==> src/rtl/slot_stock_scanner.sv <==
// Scans the four slot-status mux inputs in turn and publishes a registered stock mask.
// Optional AUTO_RESCAN_EN: after each result the scanner restarts on its own instead of idling.
module slot_stock_scanner #(
    parameter int unsigned SETTLE_CYCLES = 1
) (
    input  logic       clk,
    input  logic       rst_n,
    input  logic       start,
    input  logic       mux_y,
    output logic [1:0] mux_sel,
    output logic       busy,
    output logic       done,
    output logic [3:0] stock_mask,
    output logic [2:0] empty_count,
    output logic       any_empty
);

    typedef enum logic [1:0] {StIdle, StSettle, StSample, StDone} state_e;

    localparam logic [3:0] SettleLast = 4'(SETTLE_CYCLES - 1);

    state_e     state;
    logic [3:0] cnt;
    logic [2:0] shadow;
    logic [3:0] new_mask;
    logic [2:0] new_empty;

    // The slot-3 sample is taken on the same edge the result is published.
    always_comb begin
        new_mask  = {mux_y, shadow};
        new_empty = 3'd0;
        for (int i = 0; i < 4; i++) begin
            new_empty = new_empty + {2'b00, ~new_mask[i]};
        end
    end

    always_ff @(posedge clk) begin
        if (!rst_n) begin
            state       <= StIdle;
            mux_sel     <= 2'd0;
            busy        <= 1'b0;
            done        <= 1'b0;
            stock_mask  <= 4'b1111;
            empty_count <= 3'd0;
            any_empty   <= 1'b0;
            cnt         <= 4'd0;
            shadow      <= 3'd0;
        end else begin
            unique case (state)
                StIdle: begin
                    if (start) begin
                        state   <= StSettle;
                        mux_sel <= 2'd0;
                        cnt     <= 4'd0;
                        busy    <= 1'b1;
                    end
                end
                StSettle: begin
                    cnt <= cnt + 4'd1;
                    if (cnt == SettleLast) begin
                        state <= StSample;
                    end
                end
                StSample: begin
                    if (mux_sel == 2'd3) begin
                        stock_mask  <= new_mask;
                        empty_count <= new_empty;
                        any_empty   <= (new_empty != 3'd0);
                        done        <= 1'b1;
                        state       <= StDone;
                    end else begin
                        shadow[mux_sel] <= mux_y;
                        mux_sel         <= mux_sel + 2'd1;
                        cnt             <= 4'd0;
                        state           <= StSettle;
                    end
                end
                StDone: begin
                    done    <= 1'b0;
                    mux_sel <= 2'd0;
`ifdef AUTO_RESCAN_EN
                    cnt     <= 4'd0;
                    state   <= StSettle;
`else
                    busy    <= 1'b0;
                    state   <= StIdle;
`endif
                end
                default: state <= StIdle;
            endcase
        end
    end

endmodule

==> config.mk <==
export PLATFORM = sky130hd
export DESIGN_NAME = slot_stock_scanner
export DESIGN_NICKNAME = d
export VERILOG_FILES = /design/src/rtl/slot_stock_scanner.sv
export SDC_FILE = /design/constraint.sdc
export NUM_CORES = 1
export LEC_CHECK = 0
export ABC_AREA = 1
export CORE_MARGIN = 2
export CORE_UTILIZATION = 50
export CTS_BUF_LIST = sky130_fd_sc_hd__clkbuf_16
export DETAILED_ROUTE_END_ITERATION = 8
export PLACE_DENSITY_LB_ADDON = 0.1
export SLEW_MARGIN = 5
export SYNTH_ARGS = -nofsm -noshare
export SYNTH_HDL_FRONTEND = slang
export SYNTH_SLANG_ARGS = --single-unit
==> constraint.sdc <==
create_clock -name clk -period 3.1 [get_ports clk]
set_clock_uncertainty 0.15 [all_clocks]
set_input_delay 0.93 -clock clk [delete_from_list [all_inputs] [get_ports clk]]
set_output_delay 0.93 -clock clk [all_outputs]
set_load 0.01 [all_outputs]
# Word level (Yosys, flattened, before mapping)

Index checks and enable logic that the tools add are counted.

Flip-flop bits (word level): 21
Logic and storage cells: 61
Bits of input ports: 4

Muxes and demuxes: 17
Bitwise gates (word level): 5
Order comparisons: 2
Reduce and logical (&&, ||, !) cells: 15
Eq/ne operators: 8
Add/subtract/negate cells: 5

Operator list:

| cell                                                        | count |
|---|---|
| one-hot mux 4 bit (3 select lines)                          | 1 |
| two-way mux 2 bit                                           | 5 |
| AND reduction 2 bit                                         | 5 |
| nonzero test 3 bit                                          | 3 |
| two-way mux 4 bit                                           | 2 |
| inequality test 2 bit (second input constant)               | 4 |
| one-hot mux 2 bit (4 select lines)                          | 1 |
| equality test 2 bit (second input constant)                 | 3 |
| one-hot mux 2 bit (3 select lines)                          | 1 |
| AND reduction 3 bit                                         | 2 |
| NOT 1 bit                                                   | 5 |
| adder 4 x 1 -> 4 bit (second input constant)                | 1 |
| logical NOT 4 bit                                           | 1 |
| one-hot mux 1 bit (2 select lines)                          | 2 |
| nonzero test 2 bit                                          | 2 |
| adder 2 x 1 -> 3 bit                                        | 1 |
| adder 3 x 1 -> 3 bit                                        | 1 |
| bitwise mux 3 bit                                           | 1 |
| less-than comparator 2 x 3 -> 1 bit (second input constant) | 1 |
| two-way mux 1 bit                                           | 3 |
| adder 1 x 1 -> 2 bit                                        | 1 |
| adder 2 x 1 -> 2 bit (second input constant)                | 1 |
| demux 1 bit (select 2 bit)                                  | 1 |
| equality test 2 x 1 -> 1 bit (second input constant)        | 1 |
| other kinds (3)                                             | 3 |

# Longest topological paths before layout

Gate-level depths: netlist of the first run.

Depth after elaboration: 5
Depth in mapped cells: 7
Depth with buffers taken out: 6

# Worst setup path after synthesis of the first run

Ideal clock, no wire load.

Path kind: input to register
Start point: input port mux_y
End point: register any_empty
Data arrival time: 2,101 ps
Required time: 2,830 ps
Stages on the path: 6
Library setup time: 120 ps
Path slack: 729 ps
Cell sequence: fa_1 -> inv_1 -> ha_1 -> ha_1 -> nor3_1 -> a21oi_1

Cells in the longest elaborated chain, start to end: 3

RTL lines:

| what                   | line | source |
|---|---|---|
| start: declaration     | 9    | `input logic mux_y,` |
| NOT 1 bit              | 33   | `new_empty = new_empty + {2'b00, ~new_mask[i]};` |
| adder 3 x 1 -> 3 bit   | 33   |  |
| net new_empty[1]       | 26   | `logic [2:0] new_empty;` |
| nonzero test 3 bit     | 68   | `any_empty <= (new_empty != 3'd0);` |
| end signal: assignment | 68   |  |
| end: declaration       | 15   | `output logic any_empty` |

The timed path passes the listed nets, and every way through them passes these cells.
A chain may end at the register's enable or synchronous reset.

# Worst setup path in the final report of the first run

Same ends and word-level chain as after synthesis.

==> impl_metrics.py, run 1 <==
metrics = {
    "clock_network": {
        "clk_latency_ps": 250,
        "clock_sinks": 21,
        "cts.repair.resized": 0,
        "cts_setup_buffers": 0,
        "path_clk_slew_ps": 60,
        "root_buffer": "clkbuf_16",
        "cts_tree": "done",
        "cts_hold_buffers": 0,
        "numCtsBuffers": 3,
        "htree_num_levels": 1,
        "clockBufferDepth": 2,
    },
    "timing": {
        "fin_crit_sh_pct": 87.3,
        "holdWs_ps": 313,
        "setup_viol": 0,
        "max_freq_mhz": 369,
        "rsz0062_at_grt": "no",
        "tightest_slew_ps": 436,
        "setup_ws_ps": 394,
        "tns_ps": 0,
        "maxSlewHeadroom_pct": 70.9,
        "min_period_ps": 2710,
        "slew_violations": 0,
        "finalHoldViolCount": 0,
    },
    "global_routing": {
        "grt_max_degree": 13,
        "grt_pass1_wl_um": 3730,
        "grt-ovfl-total": 0,
        "antenna_found_initial": 0,
        "track_usage_pct": 19.5,
        "grt_pass1_vias": 816,
    },
    "cells_and_area": {
        "multi_input_area_um2": 515,
        "final_common_cell": "nand2_1",
        "fin_util_pct": 64.8,
        "syn_to_final_growth_pct": 22.3,
        "finalNetCount": 160,
        "final_cell_mix": "nand2_1 (25), dfxtp_1 (21), inv_1 (17)",
        "n_fill_cell": 194,
        "stdcell_area_um2": 1270,
        "layoutNonFillerInstCount": 173,
        "insertedDiodeCount": 0,
        "drive_gt1_share_pct": 13.0,
        "seqCellArea_um2": 420,
    },
    "pwr": {
        "total_power_uw": 619,
        "leakage_nw": 0.531,
        "peakVddDrop_mv": 0.322,
        "power_density_nw_per_um2": 487,
    },
    "critical_path": {
        "criticalPathCategory": "in -> reg",
        "timing.rr.start": "shadow[0]$_SDFFE_PN0P_",
        "cp.arrival_ps": 2690,
        "rr_worst_depth": 6,
        "setup.worst_path.start": "mux_y",
        "cp-end-kind": "flip-flop",
        "cp_max_fo": 5,
        "r2r_end": "any_empty$_SDFFE_PN0P_",
        "reg2reg_slack_ps": 1210,
        "crit_required_ps": 3090,
        "worst_setup_path_start_kind": "input pin",
        "cp-endpoint": "any_empty$_SDFFE_PN0P_",
    },
    "placed_design": {
        "place_ws_ps": 145,
        "place_congestion": 0.781,
        "dp_hpwl_um": 1500,
        "io_buffers": 15,
        "placed_cells": 169,
        "place_area_um2": 1190,
    },
    "routing": {
        "vias": 876,
        "vias_per_cell": 5.06,
        "drtAntennaViolNets": 0,
        "drtIter0Drc": 10,
        "wl_per_cell_um": 12.1,
        "dr.pass1.iters": 4,
        "remaining_drc_errors": 0,
        "finalWirelength_um": 2090,
    },
    "logic_synthesis": {
        "synth.avg_cell_area_um2": 7.94,
        "ys_seq_area_share_pct": 40.4,
        "synth_warnings": 0,
        "ys_seq_elements": 21,
        "synth_area_um2": 1040,
        "syn_nets": 144,
        "netlist_instances": 131,
        "yosysUniqueCellTypes": 21,
    },
    "die": {
        "std_cell_rows": 16,
        "die_w_um": 49.6,
        "die_h_um": 49.6,
        "ioPinCount": 16,
        "initial_core_util_pct": 53.0,
        "fp.dieArea_um2": 2460,
        "core_area_um2": 1960,
    },
    "run": {
        "drv_cap": 0,
    },
    "run_status": {
        "status": "finished clean",
    },
    "min_path": {
        "hold_class": "reg -> reg",
    },
}
-- how the worst min path moves through the flow --
stage                             start                   to  slack (ps)  depth (start not counted)
floorplan           cnt[3]$_SDFFE_PN0P_  cnt[3]$_SDFFE_PN0P_         320                          2
global placement      busy$_SDFFE_PN0P_    busy$_SDFFE_PN0P_         300                          2
detailed placement    busy$_SDFFE_PN0P_    busy$_SDFFE_PN0P_         310                          2
CTS                   busy$_SDFFE_PN0P_    busy$_SDFFE_PN0P_         320                          2
global route          busy$_SDFFE_PN0P_    busy$_SDFFE_PN0P_         340                          2
finish                busy$_SDFFE_PN0P_    busy$_SDFFE_PN0P_         310                          2
-- worst max-delay path, cell delays in order --
cell and delay [ps]:
clkdlybuf4s50_1 490, fa_1 510, inv_1 40, ha_1 170
ha_1 290, nor3_1 170, a21oi_1 90
-- report_power, final --
group	internal (mW)	switching (mW)
Clock	0.173	0.0970
Sequential	0.278	0.00990
Combinational	0.0244	0.0375
-- cells in the mapped netlist (all sizes together) --
library cell,instances,share of area [%]
a21oi,14,7.8
buf,4,3.1
dfxtp,21,40
fa,1,1.9
ha,8,9.6
inv,19,6.9
nand2,31,13
nand3,10,6.5
nand4,3,1.8
nor2,8,3.1
nor3,4,1.9
o211ai,1,0.72
o21ai,6,2.9
or2,1,0.60
-- final cells by class --
cell class                      count  share of cell area [%]
Timing Repair Buffer               15                    11.8
Inverter                           19                    5.61
Multi-Input combinational cell     87                    40.6
Sequential cell                    21                    33.1
Clock inverter                      1                   0.394
Clock buffer                        3                    5.91
Tap cell                           27                    2.66
-- registers in the layout, summed over array words and instances (netlist names) --
signal and flops:
any_empty 1, busy 1, cnt 4, done 1
empty_count 3, mux_sel 2, shadow 3, state 2
stock_mask 4
-- cells by family after synthesis --
kind of cell	after synthesis	synth area share, %
simple gates	57	26.6
buf+inv	23	9.99
compound gates	21	11.4
flops	21	40.4
fa+ha+maj	9	11.6
-- per-layer routing --
| layer | vias to the layer above | GRT usage, % | share of wire, % |
|---|---|---|---|
| met5 | - | 0 | 0 |
| met4 | 0 | 5.56 | 0.91 |
| met3 | 2 | 3.03 | 2.4 |
| met2 | 12 | 34.2 | 53 |
| met1 | 414 | 24.6 | 44 |
| li1 | 448 | - | - |
(Power assumes the default switching activity.)
==> run 2: changes to the inputs <==
Settings changed: CTS_CLUSTER_SIZE set to 24, GPL_TIMING_DRIVEN set to 0.
==> impl_metrics.py, run 2 (synthesized netlist as in run 1, its figures left out) <==
metrics = {
    "run_status": {
        "status": "finished clean",
    },
    "pwr": {
        "p_comb_share_pct": 10.4,
        "p_int_uw": 475,
        "seqPwrFrac_pct": 46.4,
        "netSwitchingPower_uw": 140,
        "leakage_nw": 0.549,
        "power_density_nw_per_um2": 476,
        "peakVddDrop_mv": 0.378,
        "p_sw_share_pct": 22.8,
        "clkPwrFrac_pct": 43.2,
    },
    "global_routing": {
        "grt-ovfl-total": 0,
        "track_usage_pct": 17.8,
        "grt_pass1_wl_um": 3340,
        "grt_max_degree": 12,
        "antenna_found_initial": 0,
        "grt_pass1_vias": 775,
    },
    "routing": {
        "vias_per_cell": 4.98,
        "dr.pass1.iters": 4,
        "finalWirelength_um": 1970,
        "wl_per_cell_um": 11.2,
        "drtAntennaViolNets": 0,
        "drtIter0Drc": 16,
        "vias": 877,
        "remaining_drc_errors": 0,
    },
    "cells_and_area": {
        "drive_gt1_share_pct": 14.8,
        "syn_to_final_growth_pct": 24.3,
        "finalNetCount": 163,
        "insertedDiodeCount": 0,
        "n_fill_cell": 193,
        "final_common_cell": "nand2_1",
        "final_cell_mix": "nand2_1 (25), dfxtp_1 (21), inv_1 (18)",
        "reg_top3": "cnt x4, stock_mask x4",
    },
    "die": {
        "initial_core_util_pct": 53.0,
        "ioPinCount": 16,
        "core_area_um2": 1960,
        "std_cell_rows": 16,
        "die_w_um": 49.6,
        "die_h_um": 49.6,
        "fp.dieArea_um2": 2460,
    },
    "clock_network": {
        "cts_setup_buffers": 0,
        "clock_sinks": 21,
        "root_buffer": "clkbuf_16",
        "htree_num_levels": 1,
        "path_clk_slew_ps": 60,
        "cts_tree": "done",
        "clockBufferDepth": 2,
        "numCtsBuffers": 3,
        "clk_latency_ps": 250,
        "cts_hold_buffers": 0,
        "cts.repair.resized": 0,
    },
    "critical_path": {
        "cp.arrival_ps": 2720,
        "crit_chain": "clkdlybuf4s50_1 -> fa_1 -> inv_1 -> ha_1 -> ha_1 -> nor3_1 -> a21oi_1",
        "path_buf_inv": 2,
        "cp_max_fo": 5,
        "crit_required_ps": 3080,
        "critPathSlowestCell": "fa_1",
        "cpPeakStageDelay_ps": 520,
        "criticalPathCategory": "in -> reg",
        "worst_setup_path_start_kind": "input pin",
        "critPathMostFrequentCell": "ha_1",
        "cp-end-kind": "flip-flop",
        "critPathTopFamily": "adder cells",
    },
    "placed_design": {
        "place_ws_ps": 103,
        "io_buffers": 14,
        "dp_hpwl_um": 1470,
        "place_congestion": 0.800,
    },
    "timing": {
        "finalHoldViolCount": 0,
        "fin_crit_sh_pct": 88.2,
        "setup_ws_ps": 367,
        "maxSlewHeadroom_pct": 84.7,
        "tns_ps": 0,
        "rsz0062_at_grt": "no",
        "max_freq_mhz": 366,
        "setup_viol": 0,
        "slew_violations": 0,
        "tightest_slew_ps": 229,
        "min_period_ps": 2730,
    },
    "run": {
        "drv_cap": 0,
    },
    "min_path": {
        "hold_class": "reg -> reg",
    },
}
-- run 2: cell types whose count changed in the layout (fill, tap and decap cells not counted) --
cell	previous run	this run
clkinv_2	1	0
buf_6	0	2
buf_2	0	2
clkdlybuf4s50_1	15	14
inv_1	17	18
-- run 2: worst paths after layout --
kind                          start                      to  slack, ps  cells past startpoint
max                           mux_y  any_empty$_SDFFE_PN0P_        370                      7
min reg2reg       done$_SDFFE_PN0P_       done$_SDFFE_PN0P_        310                      2
max reg2reg  shadow[0]$_SDFFE_PN0P_  any_empty$_SDFFE_PN0P_       1210                      6
min               done$_SDFFE_PN0P_       done$_SDFFE_PN0P_        310                      2
-- run 2: through the flow --
step                cells  cell area (µm²)  total power, mW  util (%)  hold slack (ps)
floorplan             131             1040            0.337         -              319
global placement      172             1210            0.354      61.9              303
detailed placement    172             1210            0.356      61.9              302
CTS                   176             1290            0.623      65.9              312
global route          176             1290            0.642      65.9              328
finish                176             1290            0.615      65.9              308
-- run 2: tightest hold or removal path, cell delays in order (launching register included) --
cell and delay, ps:
dfxtp_1 310, nand2_1 60, a21oi_1 50
-- run 2: per-layer routing --
layer | up-vias | global-route usage, % | part of all wire [%]
li1 | 455 | - | -
met1 | 406 | 22.4 | 47
met2 | 11 | 29.8 | 50
met3 | 5 | 3.64 | 2.2
met4 | 0 | 6.94 | 1.6
met5 | - | 0 | 0
-- run 2: power groups by stage --
stage          Clock (mW)  Sequential [mW]  Combinational, mW
3_5_place_dp            0            0.291             0.0646
5_1_grt             0.283            0.287             0.0727
3_3_place_gp            0            0.291             0.0625
2_1_floorplan           0            0.291             0.0460
4_1_cts             0.272            0.286             0.0649
6_report            0.266            0.285             0.0638
-- run 2: area by class of cell --
| class | instances | area, µm² | share of cell area [%] |
|---|---|---|---|
| clock inverter | 1 | 3.75 | 0.290 |
| clock buffer | 3 | 75.1 | 5.81 |
| timing repair buffer | 14 | 140 | 10.8 |
| inverter | 19 | 71.3 | 5.52 |
| tap | 27 | 33.8 | 2.61 |
| sequential | 21 | 420 | 32.5 |
| multi-input combinational | 87 | 515 | 39.9 |
| buffer | 4 | 32.5 | 2.52 |
